**config.mk**
```make
export PLATFORM = sky130hd
export DESIGN_NAME = prog_memory
export DESIGN_NICKNAME = d
export VERILOG_FILES = /design/src/rtl/prog_memory_pkg.sv /design/src/rtl/prog_memory_array.sv /design/src/rtl/prog_memory.sv
export SDC_FILE = /design/constraint.sdc
export NUM_CORES = 2
export LEC_CHECK = 0
export BUFFER_PORTS_ARGS = -buffer_cell sky130_fd_sc_hd__buf_4
export CELL_PAD_IN_SITES_DETAIL_PLACEMENT = 1
export CELL_PAD_IN_SITES_GLOBAL_PLACEMENT = 1
export CORE_AREA = 2 2 504 706
export DETAILED_ROUTE_END_ITERATION = 10
export DIE_AREA = 0 0 506 708
export GPL_TIMING_DRIVEN = 1
export PLACE_DENSITY_LB_ADDON = 0.1
export SYNTH_ARGS = -nofsm -noshare
export SYNTH_HDL_FRONTEND = slang
export SYNTH_SLANG_ARGS = --single-unit
export TNS_END_PERCENT = 30
```
**constraint.sdc**
```tcl
create_clock -name clk -period 5.9 [get_ports clk]
set_clock_uncertainty 0.2 [all_clocks]
set_input_delay 0.295 -clock clk [delete_from_list [all_inputs] [get_ports clk]]
set_output_delay 0.295 -clock clk [all_outputs]
set_load 0.02 [all_outputs]
```
**src/rtl/prog_memory_pkg.sv**
```systemverilog
// Shared definitions for the program memory: FSM state encoding and the NOP word.
package prog_memory_pkg;

    typedef enum logic {
        LOAD = 1'b0,
        RUN  = 1'b1
    } state_t;

    // Sliced to DATA_W at the point of use.
    localparam logic [255:0] NOP_WORD = '0;

endpackage

```
**src/rtl/prog_memory_array.sv**
```systemverilog
// Single-port word array: synchronous write, combinational read, no reset on contents.
module prog_memory_array
    import prog_memory_pkg::*;
#(
    parameter int WIDTH = 32,
    parameter int DEPTH = 64
) (
    input  logic                     clk,
    input  logic                     we,
    input  logic [$clog2(DEPTH)-1:0] waddr,
    input  logic [WIDTH-1:0]         wdata,
    input  logic [$clog2(DEPTH)-1:0] raddr,
    output logic [WIDTH-1:0]         rdata
);

    logic [WIDTH-1:0] mem [DEPTH];

    always_ff @(posedge clk) begin
        if (we) begin
            mem[waddr] <= wdata;
        end
    end

    assign rdata = mem[raddr];

endmodule

```
**src/rtl/prog_memory.sv**
```systemverilog
// Loadable program memory with LOAD/RUN FSM and 1-cycle registered fetch.
// Optional macro PROG_MEMORY_PARITY_EN adds a stored even-parity bit and a par_err output.
module prog_memory
    import prog_memory_pkg::*;
#(
    parameter int DATA_W = 32,
    parameter int DEPTH  = 64,
    parameter int ADDR_W = 32
) (
    input  logic                       clk,
    input  logic                       rst,
    input  logic [ADDR_W-1:0]          inAddr,
    input  logic                       fetch_en,
    output logic [DATA_W-1:0]          outData,
    output logic                       out_valid,
    output logic                       addr_err,
    input  logic                       ld_start,
    input  logic                       ld_valid,
    input  logic [DATA_W-1:0]          ld_data,
    output logic                       ld_ready,
    input  logic                       ld_done,
    output logic [$clog2(DEPTH):0]     ld_count,
    output logic                       ld_ovf,
`ifdef PROG_MEMORY_PARITY_EN
    output logic                       par_err,
`endif
    output logic                       run_mode
);

    localparam int AW    = $clog2(DEPTH);
    localparam int CNT_W = AW + 1;
    localparam int CMP_W = (ADDR_W > CNT_W) ? ADDR_W : CNT_W;
`ifdef PROG_MEMORY_PARITY_EN
    localparam int PAR_W = 1;
`else
    localparam int PAR_W = 0;
`endif
    localparam int WORD_W = DATA_W + PAR_W;
    localparam logic [CNT_W-1:0] DEPTH_C = CNT_W'(DEPTH);

    state_t state, state_next;

    logic              wr_en;
    logic [WORD_W-1:0] wr_word;
    logic [WORD_W-1:0] rd_word;
    logic [CMP_W-1:0]  addr_ext;
    logic [CMP_W-1:0]  cnt_ext;
    logic              in_range;

    assign ld_ready = (state == LOAD) && (ld_count < DEPTH_C);
    assign run_mode = (state == RUN);
    // Reset and a restart both discard the word offered in the same cycle.
    assign wr_en    = !rst && !ld_start && (state == LOAD) && ld_valid && ld_ready;

`ifdef PROG_MEMORY_PARITY_EN
    assign wr_word = {^ld_data, ld_data};
`else
    assign wr_word = ld_data;
`endif

    assign addr_ext = CMP_W'(inAddr);
    assign cnt_ext  = CMP_W'(ld_count);
    assign in_range = addr_ext < cnt_ext;

    prog_memory_array #(
        .WIDTH(WORD_W),
        .DEPTH(DEPTH)
    ) u_array (
        .clk  (clk),
        .we   (wr_en),
        .waddr(ld_count[AW-1:0]),
        .wdata(wr_word),
        .raddr(addr_ext[AW-1:0]),
        .rdata(rd_word)
    );

    always_ff @(posedge clk) begin
        if (rst) begin
            state <= LOAD;
        end else begin
            state <= state_next;
        end
    end

    // ld_start takes priority over ld_done in either state.
    always_comb begin
        state_next = state;
        case (state)
            LOAD:    if (!ld_start && ld_done) state_next = RUN;
            RUN:     if (ld_start)             state_next = LOAD;
            default: state_next = LOAD;
        endcase
    end

    always_ff @(posedge clk) begin
        if (rst || ld_start) begin
            ld_count <= '0;
            ld_ovf   <= 1'b0;
        end else if (state == LOAD && ld_valid) begin
            if (ld_ready) begin
                ld_count <= ld_count + CNT_W'(1);
            end else begin
                ld_ovf <= 1'b1;
            end
        end
    end

    always_ff @(posedge clk) begin
        if (rst || state_next == LOAD) begin
            outData   <= NOP_WORD[DATA_W-1:0];
            out_valid <= 1'b0;
            addr_err  <= 1'b0;
`ifdef PROG_MEMORY_PARITY_EN
            par_err   <= 1'b0;
`endif
        end else if (state == RUN && fetch_en) begin
            if (!in_range) begin
                outData   <= NOP_WORD[DATA_W-1:0];
                out_valid <= 1'b0;
                addr_err  <= 1'b1;
`ifdef PROG_MEMORY_PARITY_EN
                par_err   <= 1'b0;
`endif
            end else begin
`ifdef PROG_MEMORY_PARITY_EN
                // Stored word plus parity bit must XOR to zero.
                if (^rd_word) begin
                    outData   <= NOP_WORD[DATA_W-1:0];
                    out_valid <= 1'b0;
                    par_err   <= 1'b1;
                end else begin
                    outData   <= rd_word[DATA_W-1:0];
                    out_valid <= 1'b1;
                    par_err   <= 1'b0;
                end
`else
                outData   <= rd_word[DATA_W-1:0];
                out_valid <= 1'b1;
`endif
                addr_err  <= 1'b0;
            end
        end
    end

endmodule

```
[Word-level counts from Yosys, hierarchy flattened]
Memories as Yosys holds them, arrays and structs flattened.
Cells that the tools add are included.
Word-level totals
  bits in registers: 43
  RAM bits: 2048
  output and inout port bits: 44
  memories: 1
Memory list
  u_array.mem: depth 64, bits a word 32, read ports 1, clocked after memory_dff 0, wr ports 1, line prog_memory_array.sv:16  | logic [WIDTH-1:0] mem [DEPTH];
Cells by class
  add/sub/neg operators: 1
  $lt $le $gt $ge: 2
  multiplexer cells: 8
  bitwise logic cells: 3
  reduce and logical (&&, ||, !) cells: 14
Operators with widths (count)
  $lt 32x7->1: 1
  $mux 32: 1
  $logic_and 1x1->1: 8
  $add 7x1->7 const B: 1
  $lt 7x7->1 const B: 1
  $mux 1: 6
  $reduce_and 2->1: 2
  $not 1->1: 3
  $logic_not 1->1: 2
  $logic_or 1x1->1: 2
  $pmux 1 s2: 1

[Depth between registers and ports, before layout]
  word-level depth: 7
  gate-level depth with buffers: 12
  depth with buffers taken out: 8

[By module]
A second synthesis with hierarchy kept.
Unflattened totals
  cell total of the unflattened synthesis: 3515
  area, all modules: 79906.6 µm²
Modules (own cells, without submodules)
  prog_memory_array: instances 1, cells each 3292, area each 77874.7 µm², sequential area each 61499.0 µm²
  prog_memory: instances 1, cells each 223, area each 2031.9 µm², sequential area each 860.8 µm²

[Worst setup path after synthesis]
Ideal clock, no wire load.
  kind: flip-flop to flip-flop
  start point: register state, in the netlist run_mode
  end point: memory u_array.mem[15][0] (enable)
  arrival: 2966 ps
  required time: 5279 ps
  setup slack: 2313 ps
  stages on the path, launching flop included: 10
  clock period less this slack: 3587 ps
  cells stage by stage: dfxtp_1 > buf_4 > inv_1 > and3_1 > clkbuf_1 > and2_0 > clkbuf_1 > nand3_1 > clkbuf_1 > nor2_1
On the way
  word-level cells in the longest chain between the ends: 6
  elaborated cells on any way between the ends: 7
Ends and longest elaborated chain
  from (decl): line prog_memory.sv:41  | state_t state, state_next;
  from (signal assigned): line prog_memory.sv:81  | state <= state_next;
  $not 1->1 (*)
  $logic_and 1x1->1 (2 in a row): line prog_memory.sv:53  | assign wr_en = !rst && !ld_start && (state == LOAD) && ld_valid && ld_ready;
  $logic_and 1x1->1 (*): line prog_memory.sv:53
  $mux 1 (*): line prog_memory_array.sv:19  | if (we) begin
  $mux 1 (not written as such) (*): line prog_memory_array.sv:20  | mem[waddr] <= wdata;
  to (decl): line prog_memory_array.sv:16
Mark *: on every way between the ends. The rest lies on a longest branch, timed or not.

[Worst setup path after layout]
  start point: register ld_count[5]
  end point: register outData[17]
On the way
  word-level cells in the longest chain between the ends: 2
Ends and longest elaborated chain
  from (decl): line prog_memory.sv:22  | output logic [$clog2(DEPTH):0] ld_count,
  from (signal assigned): line prog_memory.sv:101  | ld_count <= ld_count + CNT_W'(1);
  $lt 32x7->1: line prog_memory.sv:63  | assign in_range = addr_ext < cnt_ext;
  $mux 32: line prog_memory.sv:117  | if (!in_range) begin
  to (signal assigned): line prog_memory.sv:110  | outData <= NOP_WORD[DATA_W-1:0];
  to (signal assigned): line prog_memory.sv:118  | outData <= NOP_WORD[DATA_W-1:0];
  to (signal assigned): line prog_memory.sv:137  | outData <= rd_word[DATA_W-1:0];
  to (decl): line prog_memory.sv:14  | output logic [DATA_W-1:0] outData,
Every way passes these cells.
A chain may end at the register's enable or synchronous reset.

==> impl_metrics.yaml <==
outcome:
  status: "finished, final reports clean"
detailed_routing:
  vias: 40166
  vias_per_cell: 4.465
  drt_iter0_markers: 3245
  wirelength_mm: 300.5
  antenna_left: 0
  post-route-drc-count: 0
  drt-pass1-iter-count: 5
  routedWlPerCell_um: 33.41
worst_hold_path:
  hp-class: "input port to register"
logic_synthesis:
  netlist_instances: 3783
  syn-cell-area_sq_um: 80690
  synth_top_flop_cell: "edfxtp_1"
  avgSynthCellArea_sq_um: 21.33
  synth_area_leader_cell: "edfxtp_1"
  ys_seq_area_frac: 0.7729
  async_flop_share: 0
  synthDistinctLibCells: 62
  synth-seq-cells: 2091
  synthTopCellsByArea: "edfxtp_1 76%, mux4_2 12%, mux2i_1 3.5%, dfxtp_1 1.1%, a22oi_1 0.82%"
  syn_nets: 3860
  synth.top_cell.area_share: 0.7622
  synth-edff-count: 2048
  synth.most_common_cell: "edfxtp_1"
  ys_top_cells_by_count: "2048 x edfxtp_1, 429 x mux4_2, 279 x mux2i_1, 126 x nand2_1, 105 x nor2_1"
  yosysWarningCount: 0
clocking:
  worst_skew_pair.late_latency_ns: 0.90
  cts_tree: "built"
  post_cts_buffers: 0
  clock_sinks: 2091
  cts_inserted_buffers: 222
  cts-root-buf: "clkbuf_16"
  h-tree-depth: 4
  cts_max_path_buffers: 4
  clk_pin_slew_ns: 0.06
global_routing:
  grt_max_degree: 85
  grt_pass1_vias: 43665
  grt_usage: 0.1655
  grt_overflow: 0
  grt_pass1_wl_mm: 407.0
  antenna_found_initial: 33
setup_path:
  worst_setup_path_start_kind: "register"
  path_class: "register to register"
  critPathArrivalTime_ns: 5.38
  cp_data_required_time_ns: 6.50
  critPathMaxFanout: 12
  cp-end-kind: "register"
  ff2ff_setup_slack_ns: 1.11
place:
  dpl_worst_slack_ns: 0.9371
  globalplace.congestion: 0.7390
  dpl.hpwl_mm: 184.7
  placement.io_buffers: 113
floorplanning:
  core_area_sq_um: 351900
  start_util: 0.2293
  dieWidth_um: 506
  io_pins: 114
  die_area_sq_um: 358200
  die_y_um: 708
  rows: 258
power_and_ir_drop:
  power.leakage_nw: 29.55
  p_per_area_nw_per_um2: 330.8
  ir_drop_mv: 0.2037
sta:
  setup_ws_ns: 1.111
  setup_viol: 0
  tightest_slew_ns: 1.372
  fin_crit_ns: 4.789
  timing.final.crit_share: 0.8117
  fmax_mhz: 208.8
  hold_violations: 0
  fin_tns_setup_ns: 0
  grt_setup_unrepaired: "false"
  final_max_slew_viol_count: 0
  max-slew-margin-rel: 0.08225
final_layout:
  syn2layout_area_growth_pct: 18.43
  final_nets: 4215
  final_util: 0.2716
  layout-drive-gt1-share: 0.2600
run:
  maxCapViolCount: 0
-- metrics by stage --
| stage | cell area (sq um) | std cells | hold slack, ns | power (W) |
|---|---|---|---|---|
| floorplan | 80690 | 3783 | 0.1939 | 0.01740 |
| global placement | 88190 | 8543 | 0.2958 | 0.01826 |
| detailed placement | 88200 | 8543 | 0.2985 | 0.01826 |
| CTS | 95550 | 8991 | 0.03989 | 0.03214 |
| global route | 95560 | 8993 | 0.1024 | 0.03265 |
| finish | 95560 | 8995 | 0.1089 | 0.03161 |
-- path summary, 6_finish.rpt --
kind | from | depth (start not counted) | to
worst max-delay path | ld_count[5]$_SDFFE_PP0P_ | 8 | outData[17]$_SDFFE_PP0P_
worst min-delay path | inAddr[11] | 7 | outData[2]$_SDFFE_PP0P_
worst max register to register | ld_count[5]$_SDFFE_PP0P_ | 8 | outData[17]$_SDFFE_PP0P_
worst min register to register | out_valid$_SDFFE_PP0P_ | 2 | out_valid$_SDFFE_PP0P_
-- state kept, by name, summed over array words and instances, names as in the netlist --
register,count
u_array.mem,2048
outData,32
ld_count,7
addr_err,1
ld_ovf,1
out_valid,1
run_mode,1
-- per-layer routing --
| layer | GRT usage | wire [um] | vias up |
|---|---|---|---|
| met2 | 0.2945 | 154700 | 745 |
| met3 | 0.01864 | 9182 | 298 |
| met1 | 0.2178 | 131800 | 22556 |
| met5 | 0 | 0 | - |
| li1 | - | - | 16567 |
| met4 | 0.02938 | 4829 | 0 |
-- power breakdown --
group	leakage, nW	internal (W)	switching (W)
Combinational	7.46	0.000513	0.00108
Clock	3.34	0.00765	0.00606
Sequential	18.8	0.0163	0.00000470
Total	29.6	0.0245	0.00715
-- cell families (layout without fill, tap and decap cells) --
kind of cell,count (synthesis),in the layout,synth area share
multiplexers,719,719,0.1559
AND/OR/NAND/NOR,400,400,0.02329
other,0,4,0
AO/OA/AOI/OAI,344,344,0.02945
buffers and inverters,218,746,0.01698
XOR/XNOR,4,4,0.0004342
flip-flops,2091,2091,0.7729
adder cells (fa/ha/maj),7,7,0.001085
-- layout make-up --
class                      count  area [sq um]
inverter                      11         43.79
tap                         4680          5856
antenna                        4         10.01
fill                       36107        256300
clock buffer                 285          5913
sequential                  2091         62360
timing repair buffer         338          2944
multi-input combinational   1474         17500
clock inverter               112         929.6
-- critical path, cell delays in order, from the launching register on --
cell and delay [ns]:
dfxtp_1 0.58, clkinv_1 0.36, ha_1 0.34, nand2_1 0.11
nand4_1 0.22, or3_4 0.42, a211oi_4 1.09, o21ai_0 0.92
o21ai_0 0.42
-- timing repair --
| item | in CTS | in global routing |
|---|---|---|
| gates resized for setup | 0 | 0 |
| hold buffers | 51 | 0 |
| hold endpoints to repair | 2069 | 0 |
-- layout by cell type, fill, tap and decap left out, types with 12 or more instances in the layout --
cell / netlist / routed
nand4_1: 16 / 16
nor2_1: 105 / 34
o21ai_0: 43 / 43
nor2b_1: 26 / 19
dfxtp_1: 43 / 43
nor2_4: 0 / 64
o31ai_1: 12 / 12
buf_4: 46 / 263
nand3_1: 62 / 62
a211oi_1: 21 / 20
mux2i_1: 279 / 279
a221oi_1: 24 / 24
bufinv_16: 0 / 14
a32oi_1: 23 / 23
buf_12: 5 / 20
clkbuf_16: 0 / 223
edfxtp_1: 2048 / 2048
mux4_2: 429 / 429
clkinv_1: 2 / 47
a21oi_1: 69 / 69
nand2_1: 126 / 126
clkbuf_1: 52 / 52
clkinv_2: 0 / 37
dlygate4sd3_1: 0 / 51
a22oi_1: 88 / 88
(Power assumes the default switching activity.)
